`src/rtl/somador_pkg.sv`:
```
// Shared operation codes and result-register states for the adder/accumulator.
package somador_pkg;

  typedef enum logic [1:0] {
    OP_ADD = 2'b00,
    OP_SUB = 2'b01,
    OP_ACC = 2'b10,
    OP_CLR = 2'b11
  } op_t;

  typedef enum logic {
    ST_EMPTY = 1'b0,
    ST_FULL  = 1'b1
  } state_t;

endpackage

```
`src/rtl/somador_nucleo.sv`:
```
// Combinational WIDTH-bit add/sub core with carry/borrow, signed overflow
// and optional unsigned clamping.
module somador_nucleo #(
  parameter int WIDTH = 4
) (
  input  logic [WIDTH-1:0] x,
  input  logic [WIDTH-1:0] y,
  input  logic             sub,
  input  logic             sat,
  output logic [WIDTH-1:0] res,
  output logic             carry,
  output logic             overflow
);

  logic [WIDTH:0] raw;

  always_comb begin
    raw      = sub ? ({1'b0, x} - {1'b0, y}) : ({1'b0, x} + {1'b0, y});
    carry    = raw[WIDTH];
    // Add overflows on equal operand signs, subtract on differing signs.
    overflow = ((x[WIDTH-1] ^ y[WIDTH-1]) == sub) && (raw[WIDTH-1] != x[WIDTH-1]);
    if (sat && carry) begin
      res = sub ? '0 : '1;
    end else begin
      res = raw[WIDTH-1:0];
    end
  end

endmodule

```
`src/rtl/somador_acumulador.sv`:
```
// Registered add/sub/accumulate unit with a one-deep valid/ready result
// register (latency 1, full throughput) and a saturating ACC counter.
module somador_acumulador
  import somador_pkg::*;
#(
  parameter int WIDTH    = 4,
  parameter int SATURATE = 0,
  parameter int CNT_W    = 8
) (
  input  logic             clk,
  input  logic             rst_n,
  input  logic             in_valid,
  output logic             in_ready,
  input  logic [WIDTH-1:0] a,
  input  logic [WIDTH-1:0] b,
  input  logic [1:0]       op,
  output logic             out_valid,
  input  logic             out_ready,
  output logic [WIDTH-1:0] soma,
  output logic             carry,
  output logic             overflow,
  output logic [CNT_W-1:0] acc_count
);

  op_t              op_s;
  state_t           state_q;
  logic [WIDTH-1:0] soma_q, soma_d;
  logic [WIDTH-1:0] acc_q, acc_d;
  logic [WIDTH-1:0] x, y, core_res;
  logic             carry_q, carry_d, ovf_q, ovf_d;
  logic             core_c, core_o;
  logic [CNT_W-1:0] cnt_q, cnt_d;
  logic             accept;

  assign op_s      = op_t'(op);
  assign out_valid = (state_q == ST_FULL);
  assign in_ready  = !out_valid || out_ready;
  assign accept    = in_valid && in_ready;

  // ACC feeds the accumulator through the same adder as a plain ADD.
  assign x = (op_s == OP_ACC) ? acc_q : a;
  assign y = (op_s == OP_ACC) ? a : b;

  somador_nucleo #(.WIDTH(WIDTH)) u_nucleo (
    .x        (x),
    .y        (y),
    .sub      (op_s == OP_SUB),
    .sat      (SATURATE != 0),
    .res      (core_res),
    .carry    (core_c),
    .overflow (core_o)
  );

  always_comb begin
    soma_d  = core_res;
    carry_d = core_c;
    ovf_d   = core_o;
    acc_d   = acc_q;
    cnt_d   = cnt_q;
    case (op_s)
      OP_ACC: begin
        acc_d = core_res;
        if (cnt_q != '1) cnt_d = cnt_q + CNT_W'(1);
      end
      OP_CLR: begin
        soma_d  = '0;
        carry_d = 1'b0;
        ovf_d   = 1'b0;
        acc_d   = '0;
        cnt_d   = '0;
      end
      default: ;
    endcase
  end

  always_ff @(posedge clk or negedge rst_n) begin
    if (!rst_n) begin
      state_q <= ST_EMPTY;
      soma_q  <= '0;
      carry_q <= 1'b0;
      ovf_q   <= 1'b0;
      acc_q   <= '0;
      cnt_q   <= '0;
    end else begin
      case (state_q)
        ST_EMPTY: if (accept) state_q <= ST_FULL;
        ST_FULL:  if (!accept && out_ready) state_q <= ST_EMPTY;
        default:  state_q <= ST_EMPTY;
      endcase
      if (accept) begin
        soma_q  <= soma_d;
        carry_q <= carry_d;
        ovf_q   <= ovf_d;
        acc_q   <= acc_d;
        cnt_q   <= cnt_d;
      end
    end
  end

  assign soma      = soma_q;
  assign carry     = carry_q;
  assign overflow  = ovf_q;
  assign acc_count = cnt_q;

endmodule

```
`config.mk`:
```
export PLATFORM = sky130hd
export DESIGN_NAME = somador_acumulador
export DESIGN_NICKNAME = d
export VERILOG_FILES = /design/src/rtl/somador_pkg.sv /design/src/rtl/somador_nucleo.sv /design/src/rtl/somador_acumulador.sv
export SDC_FILE = /design/constraint.sdc
export NUM_CORES = 1
export LEC_CHECK = 0
export CAP_MARGIN = 20
export CORE_UTILIZATION = 45
export CTS_CLUSTER_DIAMETER = 150
export DETAILED_ROUTE_END_ITERATION = 8
export PLACE_DENSITY = 0.72
export RECOVER_POWER = 25
export SLEW_MARGIN = 40
export SYNTH_ARGS = -nofsm -noshare
export SYNTH_HDL_FRONTEND = slang
export SYNTH_HIERARCHICAL = 1
export SYNTH_SLANG_ARGS = --single-unit
```
`constraint.sdc`:
```
create_clock -name clk -period 4.52 [get_ports clk]
set_clock_uncertainty 0.15 [all_clocks]
set_input_delay 0.678 -clock clk [delete_from_list [all_inputs] [get_ports clk]]
set_output_delay 0.678 -clock clk [all_outputs]
set_load 0.02 [all_outputs]
```
==> results.json <==
{
  "fmax_mhz": 265.6,
  "hold_class": "register to register",
  "cp-endpoint": "soma[3]",
  "yosysWarningCount": 6,
  "chipWidth_um": 57.53,
  "core_mm2": 0.002829,
  "tns_ps": 0,
  "p_comb_share_pct": 47.6,
  "hold_buffers": 0,
  "final_layout_size_suffix_gt1_share_pct": 11.96,
  "cts.clk_slew.worst_paths_ps": 120,
  "maxCapViolCount": 0,
  "p_int_mw": 0.3849,
  "power_per_cell_area_mw_per_mm2": 364.1,
  "worst_slack_ps": 754.6,
  "yosys.area_share.simple_pct": 24.08,
  "clk_latency_ps": 300,
  "diodes": 0,
  "numCtsBuffers": 3,
  "cts.sinks": 19,
  "nets": 206,
  "pre_cts_ws_ps": 408.5,
  "placed_cells": 211,
  "yosysSeqAreaShare_pct": 34.27,
  "endpoint_kind": "register",
  "final_cells": 215,
  "synth_area_per_cell_um2": 9.069,
  "synth_compound_area_share_pct": 17.85,
  "grt_overflow": 0,
  "syn-instance-count": 153,
  "synth_top_cell_by_area": "dfrtp_1",
  "drcViolationCount": 1,
  "synthFlopType": "dfrtp_1",
  "cts_root_buf": "clkbuf_4",
  "finalHoldViolCount": 0,
  "cts-resized-gates": 0,
  "power.clock.fraction_pct": 14.4,
  "fin_util_pct": 61.21,
  "arrival_ps": 3840,
  "fp.dieH_um": 57.53,
  "slew-limit-headroom_pct": 29.30,
  "port-buffer-count": 29,
  "leakage_nw": 0.7487,
  "initial_core_util_pct": 49.05,
  "synth.area.mux_share_pct": 8.656,
  "setup_viol": 0,
  "fill_cells": 252,
  "h-tree-depth": 1,
  "synth-xor-area-share_pct": 3.787,
  "synthArstFlopShare_pct": 100.0,
  "vias_per_cell": 5.647,
  "area_growth_pct": 24.80,
  "r2r_start": "acc_q[0]",
  "first_pass_iters": 6,
  "ios": 30,
  "synth-seq-cells": 19,
  "crit_start": "op[1]",
  "vias": 1214,
  "yosys.area_share.adder_pct": 6.853,
  "critPathKind": "input port to register",
  "fin_crit_sh_pct": 83.31,
  "synth.top_cell.area_share_pct": 34.27,
  "cp.required_ps": 4600,
  "cts_buffer_depth": 2,
  "ir_drop_mv": 0.2015,
  "synth_area_leaders": "dfrtp_1 34%, mux2_2 6.5%, nand2_1 6.0%",
  "drv_slew": 0,
  "dp_hpwl_mm": 2.417,
  "grt_max_degree": 20,
  "r2r-end": "carry",
  "r2r_slack_ps": 2150,
  "row_count": 19,
  "violations": "DRC",
  "wl_per_cell_um": 14.35,
  "grt_pass1_vias": 1083,
  "switching_share_pct": 38.95,
  "ff2ff_path_depth": 10,
  "synth_top_family_by_area": "simple AND/OR/NAND/NOR gates",
  "min_path_cells": 2,
  "power_switching_mw": 0.2456,
  "rsz0062_at_grt": "no",
  "track_usage_pct": 19.83,
  "die_area_mm2": 0.003310,
  "cp_max_fo": 5,
  "ant_nets": 0,
  "antenna_found_initial": 0,
  "start_kind": "input port",
  "drt-total-wl_mm": 3.085,
  "fin_crit_ps": 3765,
  "grt_pass1_wl_mm": 5.140,
  "drt_iter0_drc": 71,
  "routabilityCongestion": 0.8700,
  "synth_edf_count": 0,
  "status": "finished, violations left",
  "ys_types": 44,
  "syn_area_mm2": 0.001388,
  "p_seq_share_pct": 38.0,
  "cts_tree": "yes",
  "postCtsSetupBuffers": 0,
  "worst_slew_pin_slew_ps": 1061
}
registers in the layout (all words and copies together) (netlist names):
name and cells:
acc_count 8, soma 4, carry 1, out_valid 1
acc_q 4, overflow 1
power by group through the flow:
stage,sequential [mW],combinational [mW],clock (mW)
final,0.239,0.300,0.0906
after global routing,0.244,0.328,0.0977
after CTS,0.239,0.299,0.0929
after detailed placement,0.242,0.298,0
after global placement,0.241,0.288,0
after floorplan,0.270,0.162,0
cells in the mapped netlist, types with 2 or more instances:
cell,number
nand3b_1,2
o21a_1,3
xor2_1,2
nand2_1,22
nor4_1,3
mux2i_1,3
mux2_2,8
ha_1,6
a221o_1,2
o21ai_0,14
nor3b_1,2
nor2b_1,3
a21o_1,2
dfrtp_1,19
buf_2,2
nor2_1,8
xnor2_1,4
a21oi_1,4
clkbuf_1,4
o31ai_1,4
nand2b_1,2
and3_1,4
nand3_1,3
inv_1,6
and2_1,2
logic make-up after synthesis:
family	Yosys count
xor gates and xnor gates	6
other	1
DFF	19
adders and majority gates	7
and+or+nand+nor	61
buffers and inverters	13
muxes	11
AOI/OAI and AO/OA	35
layout make-up:
type,count,area (um^2),share of cell area [%]
clock buffers,3,22.52,1.301
repair buffers,32,306.5,17.70
clock inverters,1,5.005,0.2890
multi-input cells,123,860.8,49.71
inverters,6,22.52,1.301
flip-flops and latches,19,475.5,27.46
well taps,31,38.79,2.240
per-layer routing:
layer,global-route usage [%],vias up,routed length (um)
met1,28.71,580,1487
met5,0,-,0
met3,3.175,0,143
met2,31.73,35,1454
met4,3.136,0,0
li1,-,599,-
per-stage QoR:
stage	total power [mW]	instance area, um^2	hold slack, ps
after global routing	0.6704	1732	385.3
after global placement	0.5288	1710	312.5
final	0.6305	1732	349.1
after floorplan	0.4323	1395	232.4
after CTS	0.6313	1733	161.6
after detailed placement	0.5401	1705	326.6
how the worst min path moves through the flow:
stage                   from           end  slack (ps)
global placement     soma[1]       soma[1]         310
floorplan              rst_n  acc_count[0]         230
CTS                    rst_n  acc_count[7]         160
global route        acc_q[3]      acc_q[3]         390
detailed placement  acc_q[3]      acc_q[3]         330
finish               soma[1]       soma[1]         350
layout by cell type (no fill, tap or decap), drive strengths merged, types with 5 or more instances in the layout:
cell type / Yosys / routed
nand2: 22 / 22
mux2: 8 / 8
o21ai: 14 / 14
clkdlybuf4s50: 0 / 28
a21oi: 5 / 5
ha: 6 / 6
nor2: 8 / 8
dfrtp: 19 / 19
inv: 6 / 6
worst max-delay path, stage by stage:
cell             delay (ps)
clkdlybuf4s50_1         480
nor2b_1                 410
mux2_2                  430
inv_1                    70
ha_1                    160
nor2_1                   50
xnor2_1                 140
ha_1                    330
a21oi_1                 170
nand2_1                 130
xnor2_1                 190
a2111oi_2               360
nand2_1                  90
o21ai_0                 150
Power figures use the tool's default switching activity.
